File: src/rtl/basketball_pkg.sv
// Shared state encoding, BCD shot-clock constants and BCD compare helper
// for the shot-clock sequencer.
package basketball_pkg;

  typedef enum logic [1:0] {
    ST_STOPPED = 2'd0,
    ST_RUN     = 2'd1,
    ST_EXPIRED = 2'd2,
    ST_DONE    = 2'd3
  } state_t;

  localparam logic [7:0] SHOT_FULL  = 8'h24;
  localparam logic [7:0] SHOT_SHORT = 8'h14;
  localparam logic [7:0] SHOT_ZERO  = 8'h00;

  // Two-digit BCD a < b, tens digit decides unless equal
  function automatic logic bcd_lt(input logic [7:0] a, input logic [7:0] b);
    if (a[7:4] != b[7:4]) return (a[7:4] < b[7:4]);
    return (a[3:0] < b[3:0]);
  endfunction

endpackage

File: src/rtl/tick_prescaler.sv
// One-second strobe prescaler: counts 0..TICK_DIV-1 while run is high,
// holds its partial count when run is low, clears on clr.
module tick_prescaler #(
  parameter int TICK_DIV = 50000000
) (
  input  logic cp,
  input  logic nrest,
  input  logic run,
  input  logic clr,
  output logic tick
);

  localparam int PW = $clog2(TICK_DIV);
  localparam logic [PW-1:0] PRE_LAST = PW'(TICK_DIV - 1);

  logic [PW-1:0] pre;

  always_ff @(posedge cp or negedge nrest) begin
    if (!nrest) begin
      pre <= '0;
    end else if (clr) begin
      pre <= '0;
    end else if (run) begin
      pre <= (pre == PRE_LAST) ? '0 : pre + 1'b1;
    end
  end

  assign tick = run && !clr && (pre == PRE_LAST);

endmodule

File: src/rtl/shot_clock_ctrl.sv
// Shot-clock run/stop sequencer: referee buttons, one-second decrement strobe,
// reload commands to the BCD counter, expiry detection and horn timing.
module shot_clock_ctrl
  import basketball_pkg::*;
#(
  parameter int TICK_DIV = 50000000,
  parameter int BUZZ_LEN = 100000000
) (
  input  logic       cp,
  input  logic       nrest,
  input  logic       btn_start,
  input  logic       btn_stop,
  input  logic       btn_r24,
  input  logic       btn_r14,
  input  logic [3:0] cnt_h,
  input  logic [3:0] cnt_l,
  output logic       dec_en,
  output logic       load,
  output logic [7:0] load_val,
  output logic       running,
  output logic       buzzer
);

  localparam int HW = (BUZZ_LEN > 1) ? $clog2(BUZZ_LEN) : 1;
  localparam logic [HW-1:0] HORN_LAST = HW'(BUZZ_LEN - 1);

  state_t        state, state_nx;
  logic [7:0]    cnt;
  logic [7:0]    load_val_nx;
  logic [HW-1:0] horn, horn_nx;
  logic          r14_ok, stop_act, start_act;
  logic          load_act, expire_act, tick, dec_nx;

  assign cnt    = {cnt_h, cnt_l};
  assign r14_ok = bcd_lt(cnt, SHOT_SHORT);

  // Any reload button outranks stop/start, even a short reload that does nothing
  assign stop_act  = btn_stop && !btn_r24 && !btn_r14;
  assign start_act = btn_start && !btn_stop && !btn_r24 && !btn_r14;

  tick_prescaler #(
    .TICK_DIV (TICK_DIV)
  ) u_prescaler (
    .cp    (cp),
    .nrest (nrest),
    .run   (state == ST_RUN),
    .clr   (load_act || expire_act),
    .tick  (tick)
  );

  always_comb begin
    state_nx    = state;
    load_act    = 1'b0;
    load_val_nx = load_val;
    expire_act  = 1'b0;
    horn_nx     = '0;

    if (btn_r24) begin
      load_act    = 1'b1;
      load_val_nx = SHOT_FULL;
    end else if (btn_r14 && r14_ok) begin
      load_act    = 1'b1;
      load_val_nx = SHOT_SHORT;
    end

    if (load_act) begin
      state_nx = ST_STOPPED;
    end else begin
      case (state)
        ST_STOPPED: if (start_act && (cnt != SHOT_ZERO)) state_nx = ST_RUN;
        ST_RUN: begin
          if (cnt == SHOT_ZERO) begin
            expire_act = 1'b1;
            state_nx   = ST_EXPIRED;
          end else if (stop_act) begin
            state_nx = ST_STOPPED;
          end
        end
        ST_EXPIRED: begin
          if (horn == HORN_LAST) state_nx = ST_DONE;
          else                   horn_nx  = horn + 1'b1;
        end
        ST_DONE:    state_nx = ST_DONE;
        default:    state_nx = ST_STOPPED;
      endcase
    end

    // A stop on the terminal prescaler cycle still completes that second
    dec_nx = tick && (cnt != SHOT_ZERO) && !load_act;
  end

  always_ff @(posedge cp or negedge nrest) begin
    if (!nrest) begin
      state    <= ST_STOPPED;
      horn     <= '0;
      dec_en   <= 1'b0;
      load     <= 1'b0;
      load_val <= SHOT_FULL;
      running  <= 1'b0;
      buzzer   <= 1'b0;
    end else begin
      state    <= state_nx;
      horn     <= horn_nx;
      dec_en   <= dec_nx;
      load     <= load_act;
      load_val <= load_val_nx;
      running  <= (state_nx == ST_RUN);
      buzzer   <= (state_nx == ST_EXPIRED);
    end
  end

endmodule

File: config.mk
export PLATFORM = sky130hd
export DESIGN_NAME = shot_clock_ctrl
export DESIGN_NICKNAME = d
export VERILOG_FILES = /design/src/rtl/basketball_pkg.sv /design/src/rtl/tick_prescaler.sv /design/src/rtl/shot_clock_ctrl.sv
export SDC_FILE = /design/constraint.sdc
export NUM_CORES = 1
export LEC_CHECK = 0
export CORE_MARGIN = 3
export CORE_UTILIZATION = 58
export CTS_CLUSTER_DIAMETER = 200
export DETAILED_ROUTE_END_ITERATION = 12
export PLACE_DENSITY_LB_ADDON = 0.12
export SETUP_SLACK_MARGIN = 0.1
export SLEW_MARGIN = 20
export SYNTH_ARGS = -nofsm -noshare
export SYNTH_HDL_FRONTEND = slang
export SYNTH_SLANG_ARGS = --single-unit
File: constraint.sdc
create_clock -name cp -period 2.8 [get_ports cp]
set_input_delay 0.28 -clock cp [delete_from_list [all_inputs] [get_ports cp]]
set_output_delay 0.28 -clock cp [all_outputs]
set_load 0.02 [all_outputs]
# Word-level counts from Yosys, hierarchy flattened
# Cells that the tools add are included.
[classes]
addsub = 2
magnitude_cmp = 2
eq_ne = 8
n_mux = 22
reduce_logical = 22
[ops]
columns = ["op", "count"]
rows = [
  ["2-to-1 mux 27 bit", 3],
  ["2-to-1 mux 26 bit", 3],
  ["adder 27 x 1 -> 27 bit, second input constant", 1],
  ["equality test 27 bit, second input constant", 1],
  ["adder 26 x 1 -> 26 bit, second input constant", 1],
  ["equality test 26 bit, second input constant", 1],
  ["2-to-1 mux 8 bit", 2],
  ["logical AND 1 bit", 11],
  ["2-to-1 mux 2 bit", 5],
  ["logical NOT 8 bit", 1],
  ["2-to-1 mux 1 bit", 8],
  ["case mux 2 bit (4 select lines)", 1],
  ["nonzero test 8 bit", 1],
  ["equality test 2 bit, second input constant", 3],
  ["logical NOT 1 bit", 5],
  ["equality test 2 x 1 -> 1 bit, second input constant", 2],
  ["less-than comparator 4 x 1 -> 1 bit, second input constant", 1],
  ["less-than comparator 4 x 3 -> 1 bit, second input constant", 1],
  ["inequality test 4 x 1 -> 1 bit, second input constant", 1],
  ["nonzero test 2 bit", 2],
  ["logical NOT 2 bit", 1],
  ["logical OR 1 bit", 1],
]
[totals]
ff_bits = 67
inputBits = 14
output_inout_bits = 12
word_cells = 64

# Longest topological paths before layout
# Gate-level depths: netlist (run 1).
[depth]
word_depth = 13
depth_mapped = 8
ltp_nobuf = 6

# By module
# From an unflattened synthesis (run 1), not the netlist that was laid out.
[unflattened]
hier_cells = 386
area_unflattened_um2 = 3559.7
[modules_own_cells]
columns = ["module", "n_inst", "cells_each", "area_each_um2", "seq_area_each_um2"]
rows = [
  ["shot_clock_ctrl", 1, 191, 1891.8, 877.1],
  ["tick_prescaler", 1, 195, 1667.8, 650.6],
]

# Worst setup path after synthesis (run 1)
# No wires, ideal clock.
[synth_timing]
kind = "reg-to-reg"
from = "register u_prescaler.pre[0]"
to = "register u_prescaler.pre[9]"
setup_ns = 0.126
arrival_ns = 2.032
required_ns = 2.674
slack_ns = 0.642
path_stages_with_launch = 8
path_buffers = 1
period_less_slack_ns = 2.158
cell_sequence = "dfrtp_1 > ha_1 > nand3_2 > or2_4 > or4_4 > buf_6 > and2_4 > a221o_1"
[synth_between]
elab_chain_len = 4
word_cells_on_any_way = 5
classes_between = "1 x add/sub; 1 x eq/ne; 3 x mux"
[synth_lines]
columns = ["element", "line", "text"]
rows = [
  ["start: declaration", "tick_prescaler.sv:16", "logic [PW-1:0] pre;"],
  ["start signal: assignment", "tick_prescaler.sv:24", "pre <= (pre == PRE_LAST) ? '0 : pre + 1'b1;"],
  ["adder 26 x 1 -> 26 bit / equality test 26 bit (equally long branches)", "tick_prescaler.sv:24", ""],
  ["2-to-1 mux 26 bit (*)", "tick_prescaler.sv:24", ""],
  ["2-to-1 mux 26 bit (*)", "tick_prescaler.sv:23", "end else if (run) begin"],
  ["2-to-1 mux 26 bit (*)", "tick_prescaler.sv:21", "end else if (clr) begin"],
]
# Mark *: on every way between the ends. The rest lies on a longest branch, timed or not. The select of a mux whose other input is x is not followed.
# A chain may end at the register's enable or synchronous reset.

# Worst setup path in the final report (run 1)
[layout_timing]
from = "register u_prescaler.pre[0]"
to = "register u_prescaler.pre[11]"
# Same word-level chain as after synthesis.

==> results of run 1 <==
cell usage after synthesis, types with 2 or more instances:
cell | number | area [µm²]
a32oi_1 | 5 | 43.8
nand2b_1 | 4 | 25.0
nor4_1 | 11 | 68.8
o41ai_1 | 3 | 26.3
and4_1 | 7 | 61.3
a22o_1 | 3 | 26.3
nor2b_1 | 3 | 18.8
nor4b_1 | 2 | 17.5
a211oi_1 | 2 | 15.0
dfrtp_1 | 60 | 1500
nor2_1 | 40 | 150
buf_4 | 6 | 45.0
conb_1 | 2 | 7.51
nand4_1 | 14 | 87.6
o21ai_0 | 9 | 45.0
or4_1 | 2 | 15.0
and2_1 | 3 | 18.8
nor3_1 | 11 | 55.1
xor2_1 | 7 | 61.3
a31oi_1 | 12 | 75.1
a221o_1 | 2 | 20.0
nand4b_1 | 2 | 17.5
nor3b_1 | 3 | 22.5
a21oi_1 | 9 | 45.0
ha_1 | 2 | 25.0
clkbuf_1 | 8 | 30.0
a21o_1 | 2 | 15.0
nand3_1 | 26 | 130
buf_2 | 7 | 35.0
o211ai_1 | 2 | 15.0
or3_1 | 2 | 12.5
nand2_1 | 33 | 124
a41oi_1 | 5 | 43.8
xnor2_1 | 18 | 158
inv_1 | 9 | 33.8
and3_1 | 12 | 75.1
sequential cells by signal (all words and copies together), names as in the netlist:
name,cells
running,1
buzzer,1
horn,27
dec_en,1
load,1
state,2
u_prescaler.pre,26
load_val,2
critical path, stage by stage, from the launching register on:
cell	delay [ns]
dfrtp_1	0.42
ha_1	0.24
nand3_2	0.11
or2_4	0.28
or4_4	0.68
and2_4	0.25
a221o_1	0.30
metrics by stage:
stage / total power [mW] / cells
final: 1.77 / 471
after global routing: 1.85 / 471
after CTS: 1.79 / 471
after detailed placement: 1.00 / 455
after global placement: 1.00 / 455
after floorplan: 0.951 / 376
layout make-up:
type                    instances  area, µm²  share of cell area, %
well taps                      72       90.1                   2.33
multi-input cells             284       1740                   45.1
flip-flops and latches         61       1530                   39.5
clock inverters                 4       47.5                   1.23
inverters                       9       33.8                  0.874
clock buffers                  11        151                   3.92
repair buffers                 30        270                   6.99
layer usage:
metal	part of all wire [%]	global-route usage, %	up-vias
met1	48	35.1	1387
met2	44	35.2	100
met3	6.7	4.34	9
met4	1.4	9.80	0
li1	-	-	1409
met5	0	0	-
cells in the final DEF, fill, tap and decap left out, drive strengths merged, types with 9 or more instances in the layout:
master	Yosys	routed
dfrtp	60	60
nor2	40	40
nand2	34	34
nand3	27	27
xnor2	18	18
clkdlybuf4s50	0	18
nand4	14	14
a31oi	12	12
and3	12	12
nor3	12	12
nor4	11	11
clkbuf	8	11
buf	14	11
o21ai	9	9
inv	9	9
a21oi	9	9
cells by family (layout without fill, tap and decap cells):
group | after synthesis | count (layout) | share of synthesized area (%)
other | 2 | 6 | 0.221
XOR/XNOR | 25 | 25 | 6.45
buffers and inverters | 31 | 54 | 4.57
adder cells (fa/ha/maj) | 2 | 2 | 0.737
multiplexers | 1 | 1 | 0.295
flip-flops | 61 | 61 | 45.0
AND/OR/NAND/NOR | 187 | 187 | 29.6
AO/OA/AOI/OAI | 63 | 63 | 13.1
power by group through the flow:
stage	clock network (mW)	logic, mW	registers (mW)
after floorplan	0	0.0434	0.907
after global placement	0	0.0981	0.904
after detailed placement	0	0.0992	0.904
after CTS	0.801	0.101	0.888
after global routing	0.849	0.112	0.887
final	0.787	0.0994	0.888
final timing paths:
path / endpoint / slack, ns / from / cells past startpoint
worst max-delay path: u_prescaler.pre[11] / 0.40 / u_prescaler.pre[0] / 6
worst min-delay path: u_prescaler.pre[23] / 0.49 / nrest / 2
worst max register to register: u_prescaler.pre[11] / 0.40 / u_prescaler.pre[0] / 6
worst min register to register: u_prescaler.pre[15] / 0.52 / u_prescaler.pre[15] / 1
max in group asynchronous: u_prescaler.pre[5] / 1.62 / nrest / 3
min in group cp: u_prescaler.pre[15] / 0.52 / u_prescaler.pre[15] / 1
==> impl_results.md, run 1 <==
- Run status: finished, final reports clean
- Net Sw Frac: 22.6%
- CTS clk-pin slew, worst paths: 0.07 ns
- Worst Path Arrival: around 2.6 ns
- TNS Setup: 0 ns
- DRT antenna net count: 0
- Slew HR: between 40% and 50%
- DRC: 0
- Netlist cell types: 60
- Fin Clk Skew: 0.00716 ns
- Pleak: between 1 and 1.5 nW
- Min Tclk post-route: 2.40 ns
- Maxcap violations: 0
- Routed WL: 7340 µm
- Port-buffer cells: 19
- Critical-path maximum fanout: 24
- Hold_buf cts: 1
- Post-Place Worst Slack: roughly 0.25 ns
- Clock share of power: 44.4%
- Largest net degree at the start of global routing: 29
- Post-synthesis sequential area ratio: a little under half
- Ys Warns: 0
- Crit path required time: 3.01 ns
- Unrepaired setup endpoints after global routing: no
- CTS tree: done
- Starting Density: 60.9%
- Wire per inst: 15.6 µm
- Core area: about 5600 µm²
- Hold Path Class: in -> async
- DP Area: between 3000 and 4000 µm²
- Clock tree sinks: 61
- Initial antenna violation count: 0
- Fin nets: about 400
- Worst slew pin tran: a little under 0.8 ns
- Area Growth Syn to Fin: 13.9%
- Critical path class: reg -> reg
- GRT Residual Overflow: 0
- Yosys reg bits: 61
- Asr flop ratio synth: between 90% and 100%
- IO Count: 26
- # setup viols final: 0
- Num rows: 27
- Fin util: a little over two thirds
- Layout cell share with drive strength beyond 1: 9.52%
- CTS Buf Count: 9
- Flop pwr share: 50.0%
- Number of post-CTS setup repair buffers: 0
- CTS HTree Levels: 3
- Vias per cell: roughly 6.2
- VDD IR max: about 0.00030 V
- EDFF count, synth: 0
- Gpl congestion: 0.826
- Type of element capturing the critical path: flop
- First-pass GRT wire length: 12600 µm
- Initial detailed-routing violation count: 304
- Antenna cells: 0
- Number of gates resized after cts: 0
- Switching pwr: 401 µW
- Chip width: 82.5 µm
- Peak Freq: slightly above 0.4 GHz
- Syn Inst Count: 372
- Final Hold Vio Count: 0
- Hold WS: 0.493 ns
- Final Worst Setup Slack: 0.395 ns
- Period utilization: 85.9%
- CTS max path bufs: 2
- Worst skew pair latency: 0.33 ns
- Via count: 2905
- DIE HEIGHT: 82.5 µm
- Internal power: 1.37 mW
- Slew Limit Fails: 0
- Worst setup SP type: flop
- Clk root buf: clkbuf_8
- Gr usage total: between 20% and 30%
- Vias in the first global route: approximately 2700
- Mapped Area: 3390 µm²
- Pre-antenna DRT Iters: 5
- Power per cell area: 459 nW/µm²
- Main synth FF type: dfrtp_1
- Final instance area: 3860 µm²
- Die area: slightly below 7000 µm²
- Syn Area/Cell: 9.12 µm²
- Dpl hpwl: 5000 µm
- Logic gate share of total power: 5.6%
- FILL cells: 431
Power figures use the tool's default switching activity.
==> run 2, diff against run 1 <==
--- a/config.mk
+++ b/config.mk
@@ -5,6 +5,7 @@
 export SDC_FILE = /design/constraint.sdc
 export NUM_CORES = 1
 export LEC_CHECK = 0
+export CAP_MARGIN = 30
 export CORE_MARGIN = 3
 export CORE_UTILIZATION = 58
 export CTS_CLUSTER_DIAMETER = 200
==> results of run 2 <==
No change in the layout: final DEF, timing and power equal those of run 1.
==> run 3, diff against run 2 <==
--- a/config.mk
+++ b/config.mk
@@ -5,7 +5,7 @@
 export SDC_FILE = /design/constraint.sdc
 export NUM_CORES = 1
 export LEC_CHECK = 0
-export CAP_MARGIN = 30
+export CAP_MARGIN = 20
 export CORE_MARGIN = 3
 export CORE_UTILIZATION = 58
 export CTS_CLUSTER_DIAMETER = 200
==> results of run 3 <==
No change in the layout: final DEF, timing and power equal those of run 1.
